===== src/rtl/mem_port_arbiter.sv =====
// Arbitrates the single memory port between instruction fetch and the load/store unit.
// One transaction in flight; LSU wins ties unless IF has been starved STARVE_LIMIT times.
module mem_port_arbiter #(
    parameter int unsigned ADDR_WIDTH   = 64,
    parameter int unsigned DATA_WIDTH   = 64,
    parameter int unsigned WDT_WIDTH    = 4,
    parameter int unsigned STARVE_LIMIT = 4
) (
    input  logic                  clk,
    input  logic                  rst,
    input  logic                  if_req_valid,
    output logic                  if_req_ready,
    input  logic [ADDR_WIDTH-1:0] if_addr,
    output logic                  if_resp_valid,
    output logic [DATA_WIDTH-1:0] if_rdata,
    input  logic                  lsu_req_valid,
    output logic                  lsu_req_ready,
    input  logic [ADDR_WIDTH-1:0] lsu_addr,
    input  logic                  lsu_wen,
    input  logic [DATA_WIDTH-1:0] lsu_wdata,
    input  logic [WDT_WIDTH-1:0]  lsu_wdt_op,
    output logic                  lsu_resp_valid,
    output logic [DATA_WIDTH-1:0] lsu_rdata,
    output logic                  mem_req_valid,
    input  logic                  mem_req_ready,
    output logic [ADDR_WIDTH-1:0] mem_addr,
    output logic                  mem_wen,
    output logic [DATA_WIDTH-1:0] mem_wdata,
    output logic [WDT_WIDTH-1:0]  mem_wdt_op,
    input  logic                  mem_resp_valid,
    input  logic [DATA_WIDTH-1:0] mem_rdata
);

    localparam int unsigned CNT_WIDTH = 8;
    localparam logic [WDT_WIDTH-1:0] WDT_DOUBLE = {1'b1, {(WDT_WIDTH-1){1'b0}}};

    typedef enum logic [1:0] {
        IDLE  = 2'd0,
        ISSUE = 2'd1,
        WAIT  = 2'd2
    } stateT;

    typedef struct packed {
        logic [ADDR_WIDTH-1:0] addr;
        logic                  wen;
        logic [DATA_WIDTH-1:0] wdata;
        logic [WDT_WIDTH-1:0]  wdtOp;
    } memReqT;

    stateT                state;
    stateT                stateNext;
    memReqT               reqQ;
    logic                 ownerLsu;
    logic [CNT_WIDTH-1:0] starveCnt;
    logic                 forceIf;
    logic                 grantLsu;
    logic                 grantIf;

    // Grant selection, next state and all combinational handshake outputs
    always_comb begin
        stateNext      = state;
        forceIf        = (starveCnt == CNT_WIDTH'(STARVE_LIMIT));
        grantLsu       = lsu_req_valid & ~(forceIf & if_req_valid);
        grantIf        = if_req_valid & ~grantLsu;
        if_req_ready   = 1'b0;
        lsu_req_ready  = 1'b0;
        mem_req_valid  = 1'b0;
        if_resp_valid  = 1'b0;
        lsu_resp_valid = 1'b0;
        if_rdata       = '0;
        lsu_rdata      = '0;

        case (state)
            IDLE: begin
                if_req_ready  = grantIf;
                lsu_req_ready = grantLsu;
                if (grantIf || grantLsu) begin
                    stateNext = ISSUE;
                end
            end
            ISSUE: begin
                mem_req_valid = 1'b1;
                if (mem_req_ready) begin
                    stateNext = WAIT;
                end
            end
            WAIT: begin
                if (mem_resp_valid) begin
                    if_resp_valid  = ~ownerLsu;
                    lsu_resp_valid = ownerLsu;
                    if_rdata       = ownerLsu ? '0 : mem_rdata;
                    lsu_rdata      = ownerLsu ? mem_rdata : '0;
                    stateNext      = IDLE;
                end
            end
            default: stateNext = IDLE;
        endcase
    end

    always_ff @(posedge clk) begin
        if (rst) begin
            state <= IDLE;
        end else begin
            state <= stateNext;
        end
    end

    // Request latch, owner and IF starvation tracking; only IDLE can change them
    always_ff @(posedge clk) begin
        if (rst) begin
            reqQ      <= '0;
            ownerLsu  <= 1'b0;
            starveCnt <= '0;
        end else if (state == IDLE) begin
            if (grantLsu) begin
                reqQ.addr  <= lsu_addr;
                reqQ.wen   <= lsu_wen;
                reqQ.wdata <= lsu_wdata;
                reqQ.wdtOp <= lsu_wdt_op;
                ownerLsu   <= 1'b1;
            end else if (grantIf) begin
                reqQ.addr  <= if_addr;
                reqQ.wen   <= 1'b0;
                reqQ.wdata <= '0;
                reqQ.wdtOp <= WDT_DOUBLE;
                ownerLsu   <= 1'b0;
            end
            if (grantLsu && if_req_valid) begin
                if (starveCnt < CNT_WIDTH'(STARVE_LIMIT)) begin
                    starveCnt <= starveCnt + CNT_WIDTH'(1);
                end
            end else begin
                starveCnt <= '0;
            end
        end
    end

    assign mem_addr   = reqQ.addr;
    assign mem_wen    = reqQ.wen;
    assign mem_wdata  = reqQ.wdata;
    assign mem_wdt_op = reqQ.wdtOp;

endmodule

===== config.mk =====
export PLATFORM = sky130hd
export DESIGN_NAME = mem_port_arbiter
export DESIGN_NICKNAME = d
export VERILOG_FILES = /design/src/rtl/mem_port_arbiter.sv
export SDC_FILE = /design/constraint.sdc
export NUM_CORES = 1
export LEC_CHECK = 0
export CAP_MARGIN = 40
export CORE_AREA = 3 3 206 208
export DETAILED_ROUTE_END_ITERATION = 16
export DIE_AREA = 0 0 209 211
export PLACE_DENSITY = 0.49
export SYNTH_ARGS = -nofsm -noshare
export SYNTH_HDL_FRONTEND = slang
export SYNTH_SLANG_ARGS = --single-unit

===== constraint.sdc =====
create_clock -name clk -period 5.11 [get_ports clk]
set_input_delay 1.533 -clock clk [delete_from_list [all_inputs] [get_ports clk]]
set_output_delay 1.533 -clock clk [all_outputs]
set_load 0.03 [all_outputs]

==> results of run 1 <==
-- state kept, by name, summed over array words and instances, names as in the netlist --
register	count
mem_addr	64
mem_wdata	64
mem_wdt_op	4
mem_wen	1
ownerLsu	1
starveCnt	8
state	2
-- logic make-up (layout without fill, tap and decap cells) --
| kind of cell | count (synthesis) | count (layout) |
|---|---|---|
| compound gates | 86 | 86 |
| buf+inv | 77 | 584 |
| flops | 144 | 144 |
| fa+ha+maj | 2 | 2 |
| simple gates | 421 | 421 |
-- metrics by stage --
step	util, %	instance area, um^2	hold WS, ns
floorplan	-	6230	0.442
global placement	29.3	11900	0.453
detailed placement	29.4	12000	0.463
CTS	31.0	12600	0.482
global route	31.0	12600	0.491
finish	31.0	12600	0.476
-- final cells by class --
| class | instances | area share [%] |
|---|---|---|
| clock buffers | 19 | 3.50 |
| clock inverters | 13 | 1.83 |
| inverters | 4 | 0.119 |
| multi-input cells | 509 | 24.3 |
| flip-flops and latches | 144 | 22.8 |
| well taps | 532 | 5.27 |
| repair buffers | 548 | 42.2 |
-- path summary, 6_finish.rpt --
check                  from            to  slack (ns)  cells after the start
max          mem_resp_valid   if_rdata[3]        0.25                      6
min reg2reg    starveCnt[7]  starveCnt[7]        0.48                      1
min            starveCnt[7]  starveCnt[7]        0.48                      1
max reg2reg    starveCnt[3]  mem_addr[31]        2.83                      5
-- worst max-delay path: stages --
cell	delay [ns]
clkdlybuf4s50_1	0.49
nand2_1	0.07
nor2_2	0.13
buf_12	0.23
and2_1	0.17
clkdlybuf4s50_1	0.67
-- routing by layer --
layer  vias up  track usage [%]  part of all wire [%]
met1      3314             16.8                    43
li1       3574                -                     -
met2       311             20.7                    46
met4         4             4.25                   1.7
met3        28             5.12                   8.8
met5         -                0                 0.088
-- power breakdown --
part           switching (mW)  total, mW  internal, mW
clock                   0.528       1.46         0.930
sequential             0.0539       1.28          1.23
combinational           0.521      0.986         0.465
-- placed cells by master (no fill, tap or decap), types with 2 or more instances in the layout --
master,n
bufinv_16,6
ha_1,2
clkinvlp_4,2
a22oi_1,2
a21oi_1,4
clkdlybuf4s50_1,418
clkinv_2,2
nor4_1,65
and2_1,128
nor3b_1,2
dfxtp_1,144
buf_12,12
clkbuf_16,17
nor3_1,133
or4_1,2
o21a_1,5
inv_6,2
nand3_1,2
nor2_1,72
o21ai_0,2
inv_1,4
nor2b_1,3
nand2_1,6
nor2_4,2
buf_4,116
a22o_1,68
==> metrics, run 1 <==
status finished, final reports clean; worst slew pin tran 0.860 ns; Leak 4.94 nW; asr flop ratio synth 0%; post-cts resize count 0; die height 211 um; largest family of logic cells by synthesized area simple AND/OR/NAND/NOR gates; mux contribution to synthesized area 0%; Final Wtd Congestion 0.798; DR WL/cell 17.4 um; layout cell share with drive strength beyond 1 13.7%; TritonCTS Sinks 144; Syn Nets 999; fillcell total 4274; number of hold buffers added after cts 0; initial core utilization 15.3%; pre-CTS WS 0.264 ns; via count 7231; Total GRT Usage 13.2%; Final period util 95.1%; DR iter-0 viols 288; number of CTS-inserted buffers 17; die area 0.0441 mm^2; Root Driver clkbuf_16; register area share after synthesis 46.3%; dpl cells 1737; fin nets 1493; # port buffers 532; post-route setup slack 0.253 ns; type of the most critical hold path reg -> reg; DRC violations left 0; global-route wire length before repair 45000 um; share of the synthesized area in the top cell type 46.3%; worst rel slew slack 42.7%; Seq. cell area 0.00288 mm^2; Core ar. 0.0407 mm^2; most common cell in the synthesized netlist dfxtp_1; kind of start point of the critical path input port; Worst EP required 3.58 ns; CP Capture Type primary output; final WL 30800 um; skew final 0.00773 ns; non-filler cells in the finished layout 1769; max cap viols 0; remaining antenna violation count 0; pwr dens 295 mW/mm^2; Setup-failing EPs final 0; Simple-Gate Fraction of Synth Area 36.5%; Cell variety after synth 30; die width 209 um; endpoints failing hold 0; minimum clock period 4.86 ns; Synth-to-Final Area Change 103%; Worst IR Drop VDD 0.209 mV; max-slew violations 0; post-CTS setup buffers 0; H-tree levels 4; area leader, netlist dfxtp_1; FF+latch count, synth 144; Achievable Freq 206 MHz; Post-synth top cells dfxtp_1, nor3_1, and2_1; Crit Path Category in -> out; DR vias/cell 4.09; CP max FO 65; vias in the first global route 7170; clk_lat worst skew 0.44 ns; CTS clk-pin slew, worst paths 0.06 ns; Post-synth EDFFs 0; post-synthesis adder-cell area fraction 0.402%; CTS tree done; Max Buffers Root-to-Sink 2; Compound-Gate Fraction of Synth Area 11.9%; unrepaired setup endpoints after global routing false; leading post-synthesis cells by cell area dfxtp_1, and2_1, nor3_1; drt first pass iters 4; Synth Cell Area 0.00623 mm^2; post-synthesis cell count 730; total power 3.72 mW; diode count 0; area of the multi-input gates 0.00307 mm^2; largest net degree at the start of global routing 69; Post-Synth XOR/XNOR Area 0%; remaining global-route overflow 0; setup_tns 0 ns; mean post-synth cell area 8.53 um^2; I/O pin count 533; initial antenna violation count 2; site row count 74; Arr. time, crit path 3.32 ns; Final HPWL DP 23000 um; Syn. warnings 0; top_reg_cell synth dfxtp_1
(Power assumes the default switching activity.)
==> inputs of run 2 (changes only) <==
--- a/config.mk
+++ b/config.mk
@@ -9,6 +9,7 @@
 export CORE_AREA = 3 3 206 208
 export DETAILED_ROUTE_END_ITERATION = 16
 export DIE_AREA = 0 0 209 211
+export HOLD_SLACK_MARGIN = 0.08
 export PLACE_DENSITY = 0.49
 export SYNTH_ARGS = -nofsm -noshare
 export SYNTH_HDL_FRONTEND = slang
==> results of run 2 <==
The final DEF is identical to that of run 1; final timing and power are the same.
==> inputs of run 3 (changes only) <==
--- a/config.mk
+++ b/config.mk
@@ -7,10 +7,12 @@
 export LEC_CHECK = 0
 export CAP_MARGIN = 40
 export CORE_AREA = 3 3 206 208
+export CTS_CLUSTER_SIZE = 25
 export DETAILED_ROUTE_END_ITERATION = 16
 export DIE_AREA = 0 0 209 211
+export DONT_BUFFER_PORTS = 1
 export HOLD_SLACK_MARGIN = 0.08
-export PLACE_DENSITY = 0.49
+export PLACE_DENSITY = 0.33
 export SYNTH_ARGS = -nofsm -noshare
 export SYNTH_HDL_FRONTEND = slang
 export SYNTH_SLANG_ARGS = --single-unit
==> run 3 against run 2 <==
  * Total power fell by 16%
  * Setup slack improved by 0.59 ns
  * Hold slack improved by 0.0069 ns
  * Via count decreased by 28%
  * Design area down 42%
  * Critical endpoint is now if_rdata[58]
  * Non-clock buffer count shrank 535
  * Cell count down 30%
  * Largest power group is now sequential cells
==> metrics, run 3 (synthesized netlist as in run 1, its figures left out) <==
pwr dens 423 mW/mm^2; remaining global-route overflow 0; skew final 0.0175 ns; I/O pin count 533; design area 0.00738 mm^2; Root Driver clkbuf_16; non-filler cells in the finished layout 1240; DR iter-0 viols 328; Leak 2.65 nW; worst slew pin tran 0.881 ns; TritonCTS Sinks 144; Finished Core Util 18.1%; Final Wtd Congestion 0.760; Core ar. 0.0407 mm^2; Worst IR Drop VDD 0.228 mV; CP max FO 65; clk_lat worst skew 0.44 ns; Final period util 83.5%; Worst R2R End mem_addr[43]; number of CTS-inserted buffers 17; CTS tree done; largest net degree at the start of global routing 81; register-to-register setup slack 2.66 ns; Crit Path Category in -> out; type of the most critical hold path reg -> reg; initial core utilization 15.3%; vias in the first global route 5163; max cap viols 0; Max Buffers Root-to-Sink 2; initial antenna violation count 7; post-cts resize count 0; # port buffers 0; Final HPWL DP 19300 um; die area 0.0441 mm^2; Arr. time, crit path 2.73 ns; CTS clk-pin slew, worst paths 0.06 ns; via count 5242; status finished, final reports clean; r2r worst-path depth 5; CP Capture Type primary output; dpl cells 1202; final WL 25800 um; global-route wire length before repair 35800 um; remaining antenna violation count 0; die height 211 um; die width 209 um; most common cell after layout, fill and taps aside dfxtp_1; drt first pass iters 4; DR vias/cell 4.23; layout cell share with drive strength beyond 1 7.69%; DRC violations left 0; Worst EP required 3.58 ns; DR WL/cell 20.8 um; CP startpoint mem_resp_valid; Synth-to-Final Area Change 18.5%; number of hold buffers added after cts 0; endpoints failing hold 0; Worst R2R Start starveCnt[3]; Worst Setup EP if_rdata[58]; minimum clock period 4.27 ns; Total GRT Usage 10.9%; unrepaired setup endpoints after global routing false; setup_tns 0 ns; kind of start point of the critical path input port; worst rel slew slack 41.2%; Setup-failing EPs final 0; H-tree levels 4; site row count 74; post-CTS setup buffers 0; max-slew violations 0; placed inst area 0.00676 mm^2; most frequent cells in the layout dfxtp_1, nor3_1, and2_1; fin nets 958; Achievable Freq 234 MHz
==> run 3: worst max-delay path: stages <==
cell	delay [ns]
nand2_1	0.06
nor2_4	0.68
and2_1	0.44
==> run 3: layout make-up <==
cell class / instances / area (um^2)
fill: 4534 / 33400
multi-input combinational: 509 / 3080
sequential: 144 / 2880
tap: 532 / 666
clock buffer: 21 / 460
clock inverter: 11 / 140
timing repair buffer: 13 / 118
inverter: 4 / 15.0
antenna: 6 / 15.0
==> run 3: stage by stage <==
step / hold slack (ns) / setup WS, ns / power (mW)
2_1_floorplan: 0.442 / 0.434 / 1.76
3_3_place_gp: 0.466 / 0.902 / 1.86
3_5_place_dp: 0.469 / 0.863 / 1.86
4_1_cts: 0.485 / 0.861 / 3.20
5_1_grt: 0.500 / 0.681 / 3.28
6_report: 0.482 / 0.843 / 3.12
==> run 3: worst min-delay path by stage <==
| stage | from | end | slack, ns | cells after the start |
|---|---|---|---|---|
| 3_3_place_gp | starveCnt[7] | starveCnt[7] | 0.47 | 1 |
| 5_1_grt | starveCnt[7] | starveCnt[7] | 0.50 | 1 |
| 4_1_cts | starveCnt[7] | starveCnt[7] | 0.49 | 1 |
| 3_5_place_dp | starveCnt[7] | starveCnt[7] | 0.47 | 1 |
| 6_report | starveCnt[7] | starveCnt[7] | 0.48 | 1 |
| 2_1_floorplan | starveCnt[7] | starveCnt[7] | 0.44 | 1 |
==> run 3: report_power, final <==
part           internal (mW)  switching (mW)  leakage (nW)
Clock                  0.759           0.535         0.292
Combinational          0.109           0.217          1.17
Sequential              1.22           0.275          1.19
Total                   2.09            1.03          2.65
==> run 3: metal layers <==
metal	vias up	share of wire [%]	GRT usage [%]
li1	2506	-	-
met1	2407	43	14.0
met2	292	44	15.3
met3	27	12	6.31
met4	10	1.3	3.14
met5	-	0.28	0
